### src/rtl/m68k_region_decoder.sv
// 68000 bus region decoder: programmable base/mask windows drive a registered one-hot
// chip select, with a DTACK watchdog that raises BERR_L on unmapped or timed-out cycles.
module m68k_region_decoder #(
    parameter int ADDR_W      = 32,
    parameter int NUM_REGIONS = 8,
    parameter int TIMEOUT     = 255,
    parameter int CNT_W       = 8,
    parameter logic [NUM_REGIONS*ADDR_W-1:0] RST_BASE = {
        32'h0000_0000, 32'h0000_0000, 32'h0000_0000, 32'h0000_0000,
        32'h0800_0000, 32'h0040_0000, 32'hF000_0000, 32'h0000_0000},
    parameter logic [NUM_REGIONS*ADDR_W-1:0] RST_MASK = {
        32'h0000_0000, 32'h0000_0000, 32'h0000_0000, 32'h0000_0000,
        32'hFC00_0000, 32'hFFFF_0000, 32'hFFFC_0000, 32'hFFFF_8000},
    parameter logic [NUM_REGIONS-1:0] RST_EN = 8'b0000_1111,
    localparam int IDX_W = (NUM_REGIONS > 1) ? $clog2(NUM_REGIONS) : 1
) (
    input  logic                   Clk,
    input  logic                   Reset_L,
    input  logic [ADDR_W-1:0]      Address,
    input  logic                   AS_L,
    input  logic                   DtackIn_L,
    input  logic                   CfgWe,
    input  logic [IDX_W-1:0]       CfgIndex,
    input  logic [ADDR_W-1:0]      CfgBase,
    input  logic [ADDR_W-1:0]      CfgMask,
    input  logic                   CfgEnable,
    output logic [NUM_REGIONS-1:0] Select_H,
    output logic                   BERR_L,
    output logic                   BerrCause,
    output logic [ADDR_W-1:0]      BerrAddr
);

    typedef enum logic [1:0] {
        StIdle   = 2'd0,
        StActive = 2'd1,
        StDone   = 2'd2,
        StFault  = 2'd3
    } busState_t;

    localparam logic [CNT_W-1:0] TIMEOUT_LAST = CNT_W'(TIMEOUT - 1);

    // Isolates the lowest set bit so overlapping windows resolve to the lower index.
    function automatic logic [NUM_REGIONS-1:0] lowestOneHot(input logic [NUM_REGIONS-1:0] v);
        lowestOneHot = v & (~v + {{(NUM_REGIONS-1){1'b0}}, 1'b1});
    endfunction

    logic [ADDR_W-1:0]      baseTab [NUM_REGIONS];
    logic [ADDR_W-1:0]      maskTab [NUM_REGIONS];
    logic [NUM_REGIONS-1:0] enTab;

    busState_t              state, stateNext;
    logic [NUM_REGIONS-1:0] selectReg, selectNext;
    logic                   berrReg, berrNext;
    logic                   causeReg, causeNext;
    logic [ADDR_W-1:0]      berrAddrReg, berrAddrNext;
    logic [ADDR_W-1:0]      latchAddr, latchNext;
    logic [CNT_W-1:0]       cnt, cntNext, cntInc;
    logic [NUM_REGIONS-1:0] hitVec;
    logic [NUM_REGIONS-1:0] winner;

    // Region table: loads reset windows, then takes single-entry config writes.
    always_ff @(posedge Clk or negedge Reset_L) begin
        if (!Reset_L) begin
            for (int i = 0; i < NUM_REGIONS; i++) begin
                baseTab[i] <= RST_BASE[i*ADDR_W +: ADDR_W];
                maskTab[i] <= RST_MASK[i*ADDR_W +: ADDR_W];
                enTab[i]   <= RST_EN[i];
            end
        end else begin
            // Indices with no matching entry never compare equal, so they are dropped.
            for (int i = 0; i < NUM_REGIONS; i++) begin
                if (CfgWe && (CfgIndex == IDX_W'(i))) begin
                    baseTab[i] <= CfgBase;
                    maskTab[i] <= CfgMask;
                    enTab[i]   <= CfgEnable;
                end
            end
        end
    end

    // Window compare for every region against the live address.
    always_comb begin
        hitVec = '0;
        for (int i = 0; i < NUM_REGIONS; i++) begin
            hitVec[i] = enTab[i] & ((Address & maskTab[i]) == (baseTab[i] & maskTab[i]));
        end
    end

    assign winner = lowestOneHot(hitVec);
    assign cntInc = cnt + CNT_W'(1);

    // Bus-cycle supervisor: next state and next registered outputs.
    always_comb begin
        stateNext    = state;
        selectNext   = selectReg;
        berrNext     = berrReg;
        causeNext    = causeReg;
        berrAddrNext = berrAddrReg;
        latchNext    = latchAddr;
        cntNext      = cnt;
        case (state)
            StIdle: begin
                if (!AS_L) begin
                    if (|hitVec) begin
                        selectNext = winner;
                        cntNext    = '0;
                        latchNext  = Address;
                        stateNext  = StActive;
                    end else begin
                        berrNext     = 1'b0;
                        causeNext    = 1'b0;
                        berrAddrNext = Address;
                        stateNext    = StFault;
                    end
                end else begin
                    stateNext = StIdle;
                end
            end
            StActive: begin
                // Strobe release beats a coincident DTACK; DTACK beats the final watchdog tick.
                if (AS_L) begin
                    selectNext = '0;
                    stateNext  = StIdle;
                end else if (!DtackIn_L) begin
                    stateNext = StDone;
                end else begin
                    cntNext = cntInc;
                    if (cntInc == TIMEOUT_LAST) begin
                        selectNext   = '0;
                        berrNext     = 1'b0;
                        causeNext    = 1'b1;
                        berrAddrNext = latchAddr;
                        stateNext    = StFault;
                    end else begin
                        stateNext = StActive;
                    end
                end
            end
            StDone: begin
                if (AS_L) begin
                    selectNext = '0;
                    stateNext  = StIdle;
                end else begin
                    stateNext = StDone;
                end
            end
            StFault: begin
                if (AS_L) begin
                    berrNext  = 1'b1;
                    stateNext = StIdle;
                end else begin
                    stateNext = StFault;
                end
            end
            default: begin
                selectNext = '0;
                berrNext   = 1'b1;
                stateNext  = StIdle;
            end
        endcase
    end

    // State, counter and output registers.
    always_ff @(posedge Clk or negedge Reset_L) begin
        if (!Reset_L) begin
            state       <= StIdle;
            selectReg   <= '0;
            berrReg     <= 1'b1;
            causeReg    <= 1'b0;
            berrAddrReg <= '0;
            latchAddr   <= '0;
            cnt         <= '0;
        end else begin
            state       <= stateNext;
            selectReg   <= selectNext;
            berrReg     <= berrNext;
            causeReg    <= causeNext;
            berrAddrReg <= berrAddrNext;
            latchAddr   <= latchNext;
            cnt         <= cntNext;
        end
    end

    assign Select_H  = selectReg;
    assign BERR_L    = berrReg;
    assign BerrCause = causeReg;
    assign BerrAddr  = berrAddrReg;

endmodule

### config.mk
export PLATFORM = sky130hd
export DESIGN_NAME = m68k_region_decoder
export DESIGN_NICKNAME = d
export VERILOG_FILES = /design/src/rtl/m68k_region_decoder.sv
export SDC_FILE = /design/constraint.sdc
export NUM_CORES = 1
export LEC_CHECK = 0
export ABC_AREA = 1
export BUFFER_PORTS_ARGS = -buffer_cell sky130_fd_sc_hd__buf_4
export CAP_MARGIN = 25
export CORE_MARGIN = 4
export CORE_UTILIZATION = 60
export CTS_CLUSTER_DIAMETER = 40
export DETAILED_ROUTE_END_ITERATION = 10
export HOLD_SLACK_MARGIN = 0.1
export PLACE_DENSITY_LB_ADDON = 0.1
export SKIP_CTS_REPAIR_TIMING = 1
export SLEW_MARGIN = 20
export SYNTH_ARGS = -nofsm -noshare
export SYNTH_HDL_FRONTEND = slang
export SYNTH_SLANG_ARGS = --single-unit
### constraint.sdc
create_clock -name Clk -period 2.6 [get_ports Clk]
set_input_delay 0.78 -clock Clk [delete_from_list [all_inputs] [get_ports Clk]]
set_output_delay 0.78 -clock Clk [all_outputs]
set_load 0.01 [all_outputs]
== Word level (Yosys, flattened, before mapping) ==
Index checks and enable logic that the tools add are counted.
Word-level totals
  register bits after elaboration: 604
  bits in latches: 0
  memory bits (writable): 0
  ROM bits: 0
  input bits: 105
  output and inout bits: 42
  word-level logic and storage cells: 145
  memories kept: 0
Cells by class
  add/sub/neg operators: 2
  $mul: 0
  div/mod/pow operators: 0
  magnitude comparators: 0
  eq/ne operators: 29
  shift operators: 0
  multiplexer cells: 37
  bitwise logic cells: 27
  reductions and logical operators: 19
Operators by type and width (number)
  32-bit bitwise AND: 16
  32-bit equality test: 8
  32-bit two-way mux: 5
  8-bit two-way mux: 10
  32-bit one-hot mux with 2 select lines: 1
  8-bit one-hot mux with 3 select lines: 1
  8-bit by 1-bit adder with 8-bit output (second input constant): 2
  2-bit inequality test (second input constant): 8
  8-bit one-hot mux with 2 select lines: 1
  2-bit two-way mux: 7
  3-bit equality test (second input constant): 4
  6-bit AND reduction: 2
  1-bit two-way mux: 9
  1-bit bitwise AND: 8
  8-bit bitwise AND: 1
  8-bit equality test (second input constant): 1
  1-bit logical AND: 8
  8-bit inverter: 1
  2-bit one-hot mux with 4 select lines: 1
  8-bit OR reduction: 1
  7-bit AND reduction: 1
  3-bit by 2-bit equality test with 1-bit output (second input constant): 2
  3-bit inequality test (second input constant): 2
  3-bit nonzero test: 2
  other kinds (11): 12

== Depth between registers and ports, before layout ==
Gate-level depths: netlist of the first run.
  depth after elaboration: 9
  depth in mapped cells: 18
  gate-level depth less buffers: 16

== Worst setup path after synthesis of the first run ==
Ideal clock, no wire load.
  path type: input to register
  start point: input port Address[29]
  end point: register berrAddrReg[30], in the netlist BerrAddr[30]
  arrival time: 2.208 ns
  data required time: 2.483 ns
  slack: 0.275 ns
  stages on the path: 15
  path buffers: 2
  cell sequence: buf_2 > or2_2 > nand3_1 > nand2_1 > nor2_1 > nand3_1 > nor2_1 > nand3_1 > nand2_1 > nor2_2 > nand2_4 > nand2_4 > buf_2 > nand3_1 > nand2_1
On the way
  word-level cells in the longest chain between the ends: 6
  elaborated cells between the ends (all ways): 27
  those cells by class: eq/ne (9); bitwise (16); reduce/logical (2)
Ends and longest elaborated chain
  start: declaration: line 19  | input logic [ADDR_W-1:0] Address,
  32-bit bitwise AND: line 85  | hitVec[i] = enTab[i] & ((Address & maskTab[i]) == (baseTab[i] & maskTab[i]));
  32-bit equality test: line 85
  1-bit bitwise AND: line 85
  8-bit OR reduction (*): line 104  | if (|hitVec) begin
  2-bit inequality test (no line) (*)
  6-bit AND reduction (no line) (*)
  end signal: assignment: line 178  | berrAddrReg <= berrAddrNext;
  end: declaration: line 55  | logic [ADDR_W-1:0] berrAddrReg, berrAddrNext;
Mark *: on every way between the ends. The rest lies on a longest branch, timed or not.
A chain may end at the register's enable or synchronous reset.

== Worst setup path in the final report of the first run ==
  start point: register baseTab[128] in the netlist's numbering
  end point: register cnt[0]
On the way
  word-level cells in the longest chain between the ends: 6
Ends and longest elaborated chain
  start: declaration: line 47  | logic [ADDR_W-1:0] baseTab [NUM_REGIONS];
  start signal: indexed assignment: line 65  | baseTab[i] <= RST_BASE[i*ADDR_W +: ADDR_W];
  start signal: indexed assignment: line 73  | baseTab[i] <= CfgBase;
  32-bit bitwise AND: line 85
  32-bit equality test: line 85
  1-bit bitwise AND: line 85
  8-bit OR reduction: line 104
  2-bit inequality test (no line)
  5-bit AND reduction (no line)
  end signal: assignment: line 180  | cnt <= cntNext;
  end: declaration: line 57  | logic [CNT_W-1:0] cnt, cntNext, cntInc;
Every way passes these cells.

==> flow_summary_export.csv, run 1 <==
group,metric,value,unit
outcome,outcome,"finished, final reports clean",
global_routing,grt_pass1_vias,27300,
critical_path,cp_common_cell,"nand2_1",
timing,max_freq,404,MHz
detailed_routing,wl_per_cell,20.8,µm
critical_path,end_kind,"register",
detailed_routing,first_pass_iters,6,
die,start_util,60.6,%
worst_hold_path,hold_path_class,"in -> reg",
timing,worstMarginPinSlew,0.633,ns
global_routing,grt_use_total,40.3,%
detailed_routing,post-route-drc-count,0,
timing,clock_skew,0.0287,ns
synth,synth_area_leader_cell,"dfrtp_1",
critical_path,cp.arrival,2.98,ns
synth,ys_top_cells_by_count,"nand2_1 (1511), dfrtp_1 (540), o21ai_0 (533)",
synth,ys.flop_type,"dfrtp_1",
global_routing,grt_start_max_net_pins,131,
clock_network,clk_pin_slew_worst_paths,0.06,ns
timing,fin_ws,0.122,ns
critical_path,critical_path_class,"reg -> reg",
place,port_buffers,146,
detailed_routing,routed_wl,106000,µm
detailed_routing,vias,29100,
critical_path,critPathMaxFanout,16,
synth,synth-seq-cells,604,
timing,hold_viol_final,0,
clock_network,clock_path_buffers,3,
clock_network,cts_root_buf,"clkbuf_16",
run,cap_violations,0,
synth,netlist_instances,3970,
timing,slew_viol_final,0,
critical_path,path_cells,"or2_2 -> nand3_1 -> nand2_1 -> nor2_1 -> nand2_1 -> nor2_1 -> nand3_1 -> nand2_1 -> nor2_1 -> buf_4 -> nand3_1 -> nand2_1 -> buf_12 -> nand2_1 -> o21ai_0",
timing,setup_viol_count_final,0,
synth,ys_warn_count,0,
synth,synth_edf_count,0,
critical_path,worst_r2r_path_depth,15,
critical_path,crit_slowest_cell,"dfrtp_1",
critical_path,crit_required,3.10,ns
synth,synthArstFlopShare,100,%
finish,post-route-util,76.4,%
worst_hold_path,hold_depth,3,
critical_path,startpoint,"baseTab[128]",
synth,yosysUniqueCellTypes,34,
die,core_area,0.0488,mm²
synth,synth-seq-area-share,51.4,%
critical_path,r2r_slack,0.12,ns
synth,synth_nets,4082,
place,gp_congestion,1.04,
critical_path,r2r-end,"cnt[0]",
finish,syn_to_final_growth,26.1,%
power,fin_total_pwr,0.0345,W
critical_path,startpoint_type,"register",
timing,relSlewSlack,57.8,%
global_routing,gr-total-overflow,0,
synth,netlist_area,0.0296,mm²
clock_network,cts-buffers-inserted,88,
synth,synth_top_area_share,45.7,%
clock_network,clock_sinks,604,
place,place_hpwl,75900,µm
timing,period_needed,2.48,ns
finish,final_cell_count_no_fill,5098,
finish,fin_nets,4472,
die,dieArea,0.0529,mm²
global_routing,grt_pass1_wl,163000,µm
place,placed_cells,4933,
die,die_w,230,µm
clock_network,clk_latency,0.65,ns
detailed_routing,drtIter0Drc,3551,
power,peakVddDrop,917,µV
detailed_routing,ant_nets,0,
place,preCtsSetupSlack,-0.359,ns
critical_path,max_stage_delay,0.39,ns
detailed_routing,vias_per_cell,5.70,
critical_path,r2r-start,"baseTab[128]",
clock_network,cts_max_level,3,
synth,synth.most_common_cell,"nand2_1",
timing,post-route-period-util,95.3,%
die,die_h,230,µm
timing,rsz0062_at_grt,"no",
critical_path,crit_path_end,"cnt[0]",
clock_network,cts_tree,"done",
synth,netlist_top_cells_area,"dfrtp_1 (46%), nand2_1 (19%), o21ai_0 (9.0%)",
global_routing,antenna_found_initial,2,
power,power.static_leakage,19.6,nW
finish,drive_gt1_share,17.9,%
timing,finalSetupTns,0,ns
synth,syn_avg_cell_area,7.45,µm²
power,power_per_cell_area,924,mW/mm²
die,pin_count,147,
die,num_rows,81,
[placed cells by master, fill, tap and decap left out, types with 5 or more instances in the layout]
| master | synthesis | layout |
|---|---|---|
| ha_1 | 7 | 5 |
| and2_1 | 9 | 9 |
| o21ai_0 | 533 | 533 |
| inv_6 | 0 | 16 |
| bufinv_16 | 0 | 12 |
| inv_2 | 14 | 14 |
| clkinv_2 | 0 | 5 |
| or2_2 | 65 | 65 |
| a21oi_1 | 40 | 40 |
| inv_1 | 294 | 294 |
| nand2_4 | 3 | 9 |
| nand3_1 | 309 | 308 |
| nor2_1 | 301 | 301 |
| clkbuf_16 | 0 | 89 |
| dfstp_2 | 64 | 64 |
| clkinv_4 | 0 | 8 |
| nand2_1 | 1511 | 1504 |
| nand4_1 | 73 | 73 |
| buf_4 | 7 | 410 |
| buf_12 | 0 | 67 |
| dfrtp_1 | 540 | 540 |
| clkbuf_8 | 0 | 11 |
| clkbuf_1 | 125 | 9 |
| clkinvlp_4 | 0 | 7 |
[how the worst min path moves through the flow]
stage | start | to | slack, ns
3_3_place_gp | BERR_L | BERR_L | 0.45
3_5_place_dp | BERR_L | BERR_L | 0.45
4_1_cts | Reset_L | maskTab[5] | 0.06
6_report | CfgBase[3] | baseTab[3] | 0.36
5_1_grt | AS_L | state[0] | 0.36
2_1_floorplan | latchAddr[27] | latchAddr[27] | 0.44
[cell type report]
class / instances / area (µm²)
Sequential cell: 604 / 15200
Multi-Input combinational cell: 2879 / 12500
Fill cell: 3555 / 11500
Timing Repair Buffer: 479 / 4440
Clock buffer: 109 / 2410
Inverter: 308 / 1160
Tap cell: 664 / 831
Clock inverter: 54 / 734
Antenna cell: 1 / 2.50
[per-stage QoR]
| step | cell area (µm²) | hold WS (ns) |
|---|---|---|
| after global placement | 34100 | 0.449 |
| after global routing | 37300 | 0.361 |
| final | 37300 | 0.361 |
| after floorplan | 29600 | 0.442 |
| after CTS | 37300 | 0.0627 |
| after detailed placement | 34100 | 0.451 |
[report_power, final]
| part | leakage [nW] | internal [W] | total (W) | switching, W |
|---|---|---|---|---|
| Clock | 1.52 | 0.00791 | 0.0126 | 0.00471 |
| Combinational | 10.6 | 0.00350 | 0.00884 | 0.00534 |
| Sequential | 7.45 | 0.0116 | 0.0130 | 0.00137 |
[critical path, delay by kind of cell, from the launching register on]
kind | cells | cell delay [ns]
AOI/OAI and AO/OA | 1 | 0.10
buffers and inverters | 2 | 0.31
DFF | 1 | 0.39
and+or+nand+nor | 12 | 1.54
[flip-flops by register name, indices dropped and copies added (netlist names)]
name,cells
BerrAddr,32
BerrCause,1
enTab,8
maskTab,256
cnt,8
BERR_L,1
baseTab,256
Select_H,8
latchAddr,32
state,2
[cell families (layout without fill, tap and decap cells)]
family	Yosys count	after routing	synth area share (%)
AO/OA/AOI/OAI	578	578	9.82
buffers and inverters	487	950	6.52
other	0	1	0
flip-flops	604	604	51.4
AND/OR/NAND/NOR	2290	2290	31.9
XOR/XNOR	4	4	0.118
adder cells (fa/ha/maj)	7	7	0.296
[metal layers]
metal	GRT usage (%)	vias to the layer above	share of wire (%)
met5	0	-	0
met1	55.3	13800	39
met2	62.2	1466	45
li1	-	13500	-
met4	17.1	0	4.8
met3	9.34	316	11
(Power assumes the default switching activity.)
==> run 2: changes to the inputs <==
--- a/config.mk
+++ b/config.mk
@@ -5,7 +5,6 @@
 export SDC_FILE = /design/constraint.sdc
 export NUM_CORES = 1
 export LEC_CHECK = 0
-export ABC_AREA = 1
 export BUFFER_PORTS_ARGS = -buffer_cell sky130_fd_sc_hd__buf_4
 export CAP_MARGIN = 25
 export CORE_MARGIN = 4
==> run 2 against run 1 <==
- the flow now finishes with violations (negative setup slack)
- critical endpoint is now BerrAddr[19]
- clock-buffer cell count did not move
- die area is 4.1% lower
- critical path depth down 1
- final cell count fell by 36%
- combinational power rose by 22%
- highest routed layer is now met5
- sequential share of layout area up 0.19 points
==> flow_summary_export.csv, run 2 <==
group,metric,value,unit
global_routing,grt_pass1_vias,22500,
finish,drive_gt1_share,55.3,%
critical_path,r2r-end,"BerrAddr[19]",
timing,max_freq,324,MHz
timing,hold_viol_final,0,
critical_path,critPathMaxFanout,7,
finish,fill_cells,2632,
synth,ys.flop_type,"dfrtp_1",
clock_network,clk_latency,0.64,ns
timing,rsz0062_at_grt,"yes",
synth,netlist_area,0.0283,mm²
global_routing,grt_use_total,43.7,%
synth,syn_avg_cell_area,13.8,µm²
clock_network,cts_root_buf,"clkbuf_16",
synth,synth.most_common_cell,"mux2_2",
global_routing,grt_start_max_net_pins,81,
detailed_routing,drtIter0Drc,2598,
die,die_w,225,µm
synth,yosysUniqueCellTypes,54,
critical_path,cp_common_cell,"buf_4",
timing,setup_viol_count_final,81,
finish,fin_nets,2700,
timing,slew_viol_final,0,
critical_path,r2r_slack,-0.44,ns
clock_network,cts_tree,"done",
finish,syn_to_final_growth,31.2,%
critical_path,critical_path_class,"in -> reg",
power,peakVddDrop,1020,µV
place,placed_area,0.0332,mm²
synth,synthArstFlopShare,100,%
critical_path,path_cells,"buf_4 -> buf_4 -> xor2_1 -> buf_4 -> a22oi_1 -> nand4_1 -> nor3_1 -> buf_4 -> a22oi_2 -> a41oi_4 -> a211oi_4 -> buf_12 -> clkbuf_16 -> mux2_4",
critical_path,crit_slowest_cell,"a22oi_1",
critical_path,crit_family,"buffers and inverters",
critical_path,crit_required,3.11,ns
critical_path,cp.arrival,3.60,ns
synth,ys_warn_count,0,
clock_network,cts-buffers-inserted,86,
place,gp_congestion,1.08,
detailed_routing,post-route-drc-count,0,
place,place_hpwl,80000,µm
synth,netlist_top_cells_area,"dfrtp_1 (48%), mux2_2 (23%), xor2_1 (7.9%)",
critical_path,r2r-start,"baseTab[23]",
die,dieArea,0.0507,mm²
critical_path,worst_r2r_path_depth,11,
synth,ys_top_cells_by_count,"mux2_2 (585), dfrtp_1 (540), xor2_1 (257)",
critical_path,max_stage_delay,0.45,ns
synth,synth_nets,2161,
synth,synth_edf_count,0,
clock_network,clock_sinks,604,
die,die_h,225,µm
die,num_rows,79,
global_routing,antenna_found_initial,14,
timing,relSlewSlack,52.3,%
power,power.static_leakage,16.6,nW
outcome,violations,"negative setup slack",
critical_path,startpoint_type,"input pin",
finish,biggestRegsByFlops,"baseTab (256), maskTab (256)",
timing,worstMarginPinSlew,0.715,ns
die,pin_count,147,
die,start_util,60.8,%
detailed_routing,first_pass_iters,9,
finish,final_cell_mix,"mux2_2 (579), dfrtp_1 (536), buf_4 (491), xor2_1 (235), a22oi_1 (180)",
finish,multi_input_area,0.0132,mm²
clock_network,clk_pin_slew_worst_paths,0.05,ns
critical_path,path_buf_inv,6,
global_routing,gr-total-overflow,0,
synth,synth-seq-cells,604,
detailed_routing,ant_nets,0,
synth,netlist_instances,2049,
finish,stdcell_area,0.0371,mm²
worst_hold_path,hold_path_class,"in -> async",
global_routing,grt_pass1_wl,158000,µm
timing,fin_ws,-0.485,ns
timing,period_needed,3.08,ns
clock_network,clock_path_buffers,3,
synth,synth_area_leader_cell,"dfrtp_1",
synth,synth_top_area_share,47.7,%
critical_path,end_kind,"register",
timing,clock_skew,0.0289,ns
detailed_routing,vias_per_cell,6.71,
synth,synth-seq-area-share,53.7,%
detailed_routing,wl_per_cell,34.7,µm
power,power_per_cell_area,999,mW/mm²
detailed_routing,routed_wl,114000,µm
place,port_buffers,146,
run,cap_violations,0,
detailed_routing,vias,22000,
finish,layout_commonest_cell,"mux2_2",
timing,post-route-period-util,119,%
clock_network,cts_max_level,3,
power,fin_total_pwr,0.0371,W
die,core_area,0.0466,mm²
finish,area.sequential,0.0152,mm²
outcome,outcome,"complete, but fails checks",
-- run 2: metal layers --
metal | routed length (µm) | global-route usage [%] | vias to the layer above
li1 | - | - | 8714
met1 | 41000 | 56.8 | 11400
met2 | 50000 | 64.8 | 1515
met3 | 13700 | 13.7 | 404
met4 | 8910 | 25.9 | 2
met5 | 27 | 0 | -
-- run 2: worst register-to-register path, delay by kind of cell, from the launching register on --
family          cells  cell delay, ns
buf+inv             3            0.51
xor+xnor            1            0.22
flops               1            0.44
compound gates      4            0.73
simple gates        2            0.71
mux                 1            0.31
-- run 2: area by class of cell --
class	count	share of cell area, %
diodes	8	0.0539
clock buffers	109	6.38
clock inverters	51	1.87
inverters	9	0.0910
multi-input cells	1332	35.6
flip-flops and latches	604	40.9
well taps	607	2.04
repair buffers	555	13.0
-- run 2: logic make-up (layout without fill, tap and decap cells) --
family | count (synthesis) | after routing | synth area share (%)
other | 0 | 8 | 0
and+or+nand+nor | 176 | 176 | 3.61
buffers and inverters | 113 | 724 | 1.88
muxes | 624 | 624 | 25.2
xor gates and xnor gates | 258 | 258 | 7.98
DFF | 604 | 604 | 53.7
AOI/OAI and AO/OA | 267 | 267 | 7.36
adders and majority gates | 7 | 7 | 0.309
-- run 2: power by group --
| group | switching [W] | leakage (nW) | internal [W] | total (W) |
|---|---|---|---|---|
| Clock | 0.00464 | 1.48 | 0.00783 | 0.0125 |
| Sequential | 0.00192 | 7.22 | 0.0119 | 0.0138 |
| Combinational | 0.00537 | 7.90 | 0.00543 | 0.0108 |
| Total | 0.0119 | 16.6 | 0.0252 | 0.0371 |
-- run 2: worst max path at each step --
stage | start | endpoint | slack [ns] | depth (start not counted)
finish | Address[13] | BerrAddr[19] | -0.48 | 14
global route | baseTab[13] | BerrAddr[19] | -0.47 | 11
CTS | baseTab[13] | BerrAddr[28] | -0.98 | 12
detailed placement | Address[17] | BerrAddr[26] | -1.57 | 13
global placement | Address[17] | BerrAddr[24] | -1.59 | 13
floorplan | Address[3] | BerrAddr[10] | -0.19 | 10
-- run 2: stage by stage --
stage | TNS, ns | setup WS [ns] | util [%] | instances | hold slack [ns]
after floorplan | -8.77 | -0.188 | - | 2049 | 0.474
after global placement | -111.61 | -1.59 | 71.4 | 3096 | 0.481
after detailed placement | -113.58 | -1.57 | 71.4 | 3096 | 0.488
after CTS | -61.03 | -0.980 | 78.0 | 3256 | 0.102
after global routing | -29.67 | -0.465 | 79.7 | 3267 | 0.109
final | -28.58 | -0.485 | 79.8 | 3275 | 0.0978
